===== src/rtl/filtros_seq_ctrl.sv =====
// Sequencer for the 27-lane filter bank: streams a 16-sample window in, captures the
// bank results, then emits them as up / middle / down 9-lane beats, ROWS rows per block.
module filtros_seq_ctrl #(
   parameter int DATA_WIDTH = 8,
   parameter int ROWS       = 8,
   localparam int ROW_W     = (ROWS > 1) ? $clog2(ROWS) : 1,
   localparam int SW        = DATA_WIDTH + 2,
   localparam int MW        = DATA_WIDTH + 3
) (
   input  logic                clk,
   input  logic                rst_n,
   input  logic                start,
   input  logic                abort,
   output logic                busy,
   output logic                done,
   input  logic                in_valid,
   output logic                in_ready,
   input  logic [SW-1:0]       in_sample,
   output logic [16*SW-1:0]    win_bus,
   input  logic [9*SW-1:0]     up_bus,
   input  logic [9*MW-1:0]     mid_bus,
   input  logic [9*SW-1:0]     down_bus,
   output logic                out_valid,
   input  logic                out_ready,
   output logic [1:0]          out_sel,
   output logic [9*MW-1:0]     out_data,
   output logic [ROW_W-1:0]    out_row
);

   typedef enum logic [1:0] {IDLE, LOAD, CAPT, EMIT} state_t;

   state_t            state_reg, state_next;
   logic [3:0]        scnt_reg, scnt_next;
   logic [ROW_W-1:0]  row_reg, row_next;
   logic [1:0]        sel_reg, sel_next;
   logic              done_reg, done_next;
   logic [9*SW-1:0]   up_reg, down_reg;
   logic [9*MW-1:0]   mid_reg;
   logic              wr_en, cap_en;

   always_ff @(posedge clk or negedge rst_n) begin
      if (!rst_n) begin
         state_reg <= IDLE;
         scnt_reg  <= '0;
         row_reg   <= '0;
         sel_reg   <= '0;
         done_reg  <= 1'b0;
      end else begin
         state_reg <= state_next;
         scnt_reg  <= scnt_next;
         row_reg   <= row_next;
         sel_reg   <= sel_next;
         done_reg  <= done_next;
      end
   end

   // abort overrides everything and also gates both handshakes for that cycle
   always_comb begin
      state_next = state_reg;
      scnt_next  = scnt_reg;
      row_next   = row_reg;
      sel_next   = sel_reg;
      done_next  = 1'b0;
      in_ready   = 1'b0;
      out_valid  = 1'b0;
      if (abort) begin
         state_next = IDLE;
         scnt_next  = '0;
         row_next   = '0;
         sel_next   = '0;
      end else begin
         case (state_reg)
            IDLE: begin
               if (start) begin
                  state_next = LOAD;
                  scnt_next  = '0;
                  row_next   = '0;
                  sel_next   = '0;
               end
            end
            LOAD: begin
               in_ready = 1'b1;
               if (in_valid) begin
                  scnt_next = scnt_reg + 4'd1;
                  if (scnt_reg == 4'd15)
                     state_next = CAPT;
               end
            end
            CAPT: begin
               state_next = EMIT;
               sel_next   = '0;
            end
            EMIT: begin
               out_valid = 1'b1;
               if (out_ready) begin
                  if (sel_reg == 2'd2) begin
                     sel_next  = '0;
                     scnt_next = '0;
                     if (row_reg == ROW_W'(ROWS - 1)) begin
                        state_next = IDLE;
                        row_next   = '0;
                        done_next  = 1'b1;
                     end else begin
                        state_next = LOAD;
                        row_next   = ROW_W'(row_reg + 1'b1);
                     end
                  end else begin
                     sel_next = sel_reg + 2'd1;
                  end
               end
            end
            default: state_next = IDLE;
         endcase
      end
   end

   assign wr_en  = in_ready & in_valid;
   assign cap_en = (state_reg == CAPT) & ~abort;

   // window slots persist across rows; each is overwritten only by its own accept
   genvar gi;
   generate
      for (gi = 0; gi < 16; gi++) begin : g_win
         logic [SW-1:0] slot_reg;
         always_ff @(posedge clk or negedge rst_n) begin
            if (!rst_n)
               slot_reg <= '0;
            else if (wr_en && scnt_reg == 4'(gi))
               slot_reg <= in_sample;
         end
         assign win_bus[gi*SW +: SW] = slot_reg;
      end
   endgenerate

   always_ff @(posedge clk or negedge rst_n) begin
      if (!rst_n) begin
         up_reg   <= '0;
         mid_reg  <= '0;
         down_reg <= '0;
      end else if (cap_en) begin
         up_reg   <= up_bus;
         mid_reg  <= mid_bus;
         down_reg <= down_bus;
      end
   end

   generate
      for (gi = 0; gi < 9; gi++) begin : g_lane
         logic [MW-1:0] up_ext, dn_ext;
         assign up_ext = {up_reg[gi*SW + SW - 1], up_reg[gi*SW +: SW]};
         assign dn_ext = {down_reg[gi*SW + SW - 1], down_reg[gi*SW +: SW]};
         assign out_data[gi*MW +: MW] = (sel_reg == 2'd0) ? up_ext :
                                        (sel_reg == 2'd1) ? mid_reg[gi*MW +: MW] :
                                        (sel_reg == 2'd2) ? dn_ext : '0;
      end
   endgenerate

   assign busy    = (state_reg != IDLE);
   assign done    = done_reg;
   assign out_sel = sel_reg;
   assign out_row = row_reg;

endmodule


===== config.mk =====
export PLATFORM = sky130hd
export DESIGN_NAME = filtros_seq_ctrl
export DESIGN_NICKNAME = d
export VERILOG_FILES = /design/src/rtl/filtros_seq_ctrl.sv
export SDC_FILE = /design/constraint.sdc
export NUM_CORES = 1
export LEC_CHECK = 0
export BUFFER_PORTS_ARGS = -buffer_cell sky130_fd_sc_hd__buf_2
export CAP_MARGIN = 20
export CORE_AREA = 3 3 220 222
export DETAILED_ROUTE_END_ITERATION = 10
export DIE_AREA = 0 0 223 225
export PLACE_DENSITY_LB_ADDON = 0.3
export SLEW_MARGIN = 20
export SYNTH_ARGS = -nofsm -noshare
export SYNTH_HDL_FRONTEND = slang
export SYNTH_SLANG_ARGS = --single-unit

===== constraint.sdc =====
create_clock -name clk -period 2.6 [get_ports clk]
set_input_delay 0.13 -clock clk [delete_from_list [all_inputs] [get_ports clk]]
set_output_delay 0.13 -clock clk [all_outputs]
set_load 0.02 [all_outputs]

-- Yosys cells after proc, flatten, opt, wreduce, memory -nomap -nowiden
Cells that the tools add are included.
- flip-flop bits (word level): 451
- output and inout bits: 268
- logic and storage cells: 144
- add/sub/neg operators: 3
- eq/ne operators: 26
- mux-type cells: 61
- bitwise operators: 3
- reduce and logical (&&, ||, !) cells: 27
- operators with widths (cell ; count):
    11-bit 2-to-1 mux ; 27
    4-bit == test, second input constant ; 8
    2-bit 2-to-1 mux ; 10
    4-bit 2-to-1 mux ; 5
    4-bit by 3-bit == test with 1-bit output, second input constant ; 4
    1-bit logical AND ; 16
    3-bit 2-to-1 mux ; 5
    3-bit != test, second input constant ; 5
    4-bit case mux with 3 select lines ; 1
    1-bit 2-to-1 mux ; 10
    5-bit AND reduction ; 2
    4-bit by 2-bit == test with 1-bit output, second input constant ; 2
    2-bit case mux with 4 select lines ; 1
    4-bit nonzero test ; 2
    2-bit == test, second input constant ; 3
    2-bit case mux with 3 select lines ; 1
    3-bit case mux with 2 select lines ; 1
    4-bit by 1-bit adder with 4-bit output, second input constant ; 1
    2-bit by 1-bit == test with 1-bit output, second input constant ; 2
    4-bit by 1-bit == test with 1-bit output, second input constant ; 1
    2-bit zero test ; 2
    4-bit zero test ; 1
    4-bit AND reduction ; 1
    3-bit by 1-bit adder with 3-bit output, second input constant ; 1
    7 further kinds ; 8

-- Depth between registers and ports, before layout
- depth after elaboration: 6
- gate-level depth with buffers: 8
- mapped depth without buffers: 7

-- Worst setup path before layout
OpenSTA, ideal clock, no wires.
- kind: register to register
- start point: register state_reg[1]
- end point: register g_win[7].slot_reg[0]
- setup time: 0.125 ns
- arrival time: 1.840 ns
- required time: 2.475 ns
- setup slack: 0.635 ns
- stages on the path, launching flop included: 9
- buffers on the path: 1
- path through: dfrtp_1 -> inv_1 -> ha_1 -> nand2b_2 -> inv_2 -> nand3_1 -> nor2b_1 -> buf_2 -> mux2_2
- longest elaborated chain between the ends: 5
- RTL lines (item ; line ; source):
    start, declared ; 32 ; state_t state_reg, state_next;
    start signal, assigned ; 49 ; state_reg <= state_next;
    2-bit by 1-bit == test with 1-bit output ; 72 ; case (state_reg)
    1-bit 2-to-1 mux ; 72 ;
    1-bit 2-to-1 mux ; 66 ; if (abort) begin
    net in_ready ; 17 ; output logic in_ready,
    1-bit AND ; 117 ; assign wr_en = in_ready & in_valid;
    1-bit logical AND ; 128 ; else if (wr_en && scnt_reg == 4'(gi))
    end signal, assigned ; 129 ; slot_reg <= in_sample;
    end, declared ; 124 ; logic [SW-1:0] slot_reg;
The timed path passes the listed nets, and every way through them passes these cells.
A chain may end at the register's enable or synchronous reset.

-- Worst setup path in the final report
- start point: register sel_reg[0] (netlist: out_sel[0])
- end point: output out_data[63]
- longest elaborated chain between the ends: 4
- elaborated cells between the ends (all ways): 6
- classes of those cells: eq/ne: 2; mux: 3; reduce/logical: 1
- RTL lines (item ; line ; source):
    start, declared ; 35 ; logic [1:0] sel_reg, sel_next;
    start signal, assigned ; 52 ; sel_reg <= sel_next;
    2-bit == test ; 154 ; (sel_reg == 2'd2) ? dn_ext : '0;
    11-bit 2-to-1 mux ; 154 ;
    11-bit 2-to-1 mux ; 153 ; (sel_reg == 2'd1) ? mid_reg[gi*MW +: MW] :
    11-bit 2-to-1 mux * ; 152 ; assign out_data[gi*MW +: MW] = (sel_reg == 2'd0) ? up_ext :
    end, declared ; 26 ; output logic [9*MW-1:0] out_data,
Every way passes the cells marked *; elsewhere a longest branch is shown, timed or not.

==> results.py <==
metrics = {
    "finish": {
        "nets": 2515,
        "layout_commonest_cell": "buf_2",
        "final_cell_mix": "buf_2 (561), dfrtp_1 (449), mux2_2 (438), dlygate4sd3_1 (283), o21ai_0 (98)",
        "drive_above_1_share_pct": 50.3,
        "multiInputGateArea_mm2": 0.00743,
        "seq_area_mm2": 0.0113,
        "n_fill_cell": 3628,
        "final_area_mm2": 0.0271,
        "largest_reg_flops": 160,
        "areaGrowthSynthToFinish_pct": 42.1,
    },
    "floorplanning": {
        "initial_core_util_pct": 41.0,
        "design.core.area_mm2": 0.0466,
        "dieArea_mm2": 0.0502,
        "rows": 79,
        "pin_count": 563,
        "die_height_um": 225,
        "die_w_um": 223,
    },
    "setup_path": {
        "reg2reg_depth": 5,
        "critical_path.endpoint_type": "output port",
        "worstSetupPathType": "flip-flop to output port",
        "start_kind": "flip-flop",
        "crit_fanout": 19,
        "crit_required_ps": 2470,
        "arrival_ps": 2330,
    },
    "detailed_routing": {
        "totalWireLength_um": 62700,
        "postRouteAntennaNets": 0,
        "drc_errors": 0,
        "drt_pass1_iterations": 4,
        "num_vias": 14700,
        "wl_per_cell_um": 21.9,
        "drt_iter0_drc": 888,
        "routed_via_density": 5.14,
    },
    "status": {
        "status": "finished clean",
    },
    "clock_tree": {
        "cts_buffer_depth": 3,
        "postCtsSetupBuffers": 0,
        "clock_sinks": 451,
        "insertion_delay_ps": 590,
        "cts_tree": "yes",
        "clock-root-buffer": "clkbuf_16",
        "path_clk_slew_ps": 70,
        "cts_buffers": 48,
        "cts_max_level": 2,
    },
    "timing": {
        "slew_violations": 0,
        "slew_headroom_pct": 57.9,
        "skew_ps": 26.9,
        "period_minus_slack_ps": 2460,
        "setup_viol": 0,
        "fin_crit_sh_pct": 94.7,
        "hold_viol": 0,
        "rsz0062_at_grt": "no",
        "worst_slew_pin_slew_ps": 632,
        "max_freq_mhz": 406,
        "fin_tns_setup_ps": 0,
        "worst_hold_slack_ps": 81.8,
    },
    "global_route": {
        "antenna_found_initial": 10,
        "grt_pass1_vias": 16100,
        "grt_use_total_pct": 24.4,
        "grt-ovfl-total": 0,
        "grt_first_pass_wirelength_um": 96100,
        "grt_max_degree": 97,
    },
    "placement": {
        "place_congestion": 0.847,
        "dp_hpwl_um": 41700,
        "io_buffer_count": 562,
        "postPlaceCellArea_mm2": 0.0228,
    },
    "yosys": {
        "synth_edf_count": 0,
        "synthesis.area_mm2": 0.0191,
        "ys_ff_latch": 451,
        "seq_area_frac_synth_pct": 59.1,
        "avgSynthCellArea_um2": 14.0,
        "ys_warn_count": 0,
        "syn_inst": 1362,
        "ys_types": 43,
        "syn-num-nets": 1669,
        "ys.flop_type": "dfrtp_1",
        "async_flop_share_pct": 100,
    },
    "min_path": {
        "hold_class": "input port to asynchronous set/reset pin",
    },
    "power_and_ir_drop": {
        "ir_drop_mv": 0.684,
        "power_leakage_uw": 0.0130,
        "p_per_area_mw_per_mm2": 944,
    },
    "run": {
        "drv_cap": 0,
    },
}
[worst max-delay path, cell delays in order (launching register included)]
cell and delay (ps):
dfrtp_4 560, buf_4 380, buf_4 270, mux2i_1 230, o21ai_0 110, buf_2 190
[area by class of cell]
| cell class | count | area share, % |
|---|---|---|
| Tap cell | 607 | 2.80 |
| Timing Repair Buffer | 878 | 22.4 |
| Clock inverter | 12 | 0.447 |
| Sequential cell | 451 | 41.6 |
| Inverter | 7 | 0.0968 |
| Antenna cell | 11 | 0.101 |
| Multi-Input combinational cell | 822 | 27.4 |
| Clock buffer | 70 | 5.10 |
[stage by stage]
step,setup WS [ps],total power [µW],std cells,util [%]
global route,4.11,26900,2858,58.3
global placement,511,18300,2482,48.9
floorplan,635,15700,1362,-
CTS,27.4,25600,2847,58.2
detailed placement,456,18600,2482,48.9
finish,137,25600,2858,58.3
[cells in the mapped netlist, types with 2 or more instances]
library cell | instances | area (µm²)
a22o_1 | 3 | 26.3
inv_1 | 6 | 22.5
nand2_1 | 94 | 353
or3_1 | 2 | 12.5
nor2_1 | 6 | 22.5
nand3_2 | 2 | 20.0
mux2_1 | 4 | 45.0
buf_2 | 45 | 225
or2_2 | 2 | 12.5
ha_1 | 12 | 150
mux2_2 | 438 | 4930
nand3_1 | 3 | 15.0
o21ai_0 | 99 | 495
dfrtp_1 | 451 | 11300
nand2b_1 | 10 | 62.6
clkbuf_1 | 32 | 120
a31oi_1 | 3 | 18.8
buf_1 | 3 | 11.3
nor2b_1 | 12 | 75.1
mux2i_1 | 83 | 831
nor2_2 | 6 | 37.5
a21oi_1 | 21 | 105
a21o_1 | 2 | 15.0
nor2_4 | 4 | 45.0
[per-layer routing]
metal | part of all wire [%] | routed length, µm | GRT usage (%) | up-vias
met4 | 3.9 | 2470 | 9.97 | 0
met5 | 0 | 0 | 0 | -
met1 | 39 | 24600 | 29.4 | 7404
met2 | 49 | 30500 | 41.3 | 612
li1 | - | - | - | 6506
met3 | 8.3 | 5200 | 6.98 | 167
[path summary, 6_finish.rpt]
kind,endpoint,start,slack [ps]
hold reg to reg,up_reg[49],up_reg[49],500
min in group clk,g_win[8].slot_reg[9],in_sample[9],110
max in group asynchronous,g_win[3].slot_reg[5],rst_n,1540
setup reg to reg,g_win[10].slot_reg[0],state_reg[1],430
hold / removal,mid_reg[74],rst_n,80
setup / recovery,out_data[63],out_sel[0],140
[report_power, final]
group	switching (µW)	total, µW	internal, µW
Combinational	4310	8290	3980
Clock	2810	6600	3790
Sequential	1290	10700	9440
Total	8410	25600	17200
[cell families after synthesis]
| kind of cell | share of synthesized area, % |
|---|---|
| mux | 30.4 |
| flops | 59.1 |
| simple gates | 4.02 |
| compound gates | 3.51 |
| buf+inv | 2.07 |
| fa+ha+maj | 0.786 |
| xor+xnor | 0.0918 |
[repair_timing]
| item | 4_1_cts | 5_1_grt |
|---|---|---|
| endpoints found under the hold margin | 580 | 0 |
| gates resized for setup | 0 | 2 |
| hold buffers | 283 | 0 |
| endpoints found under the setup margin | 0 | 1 |
Note: power is estimated with default switching activity, not from simulation.
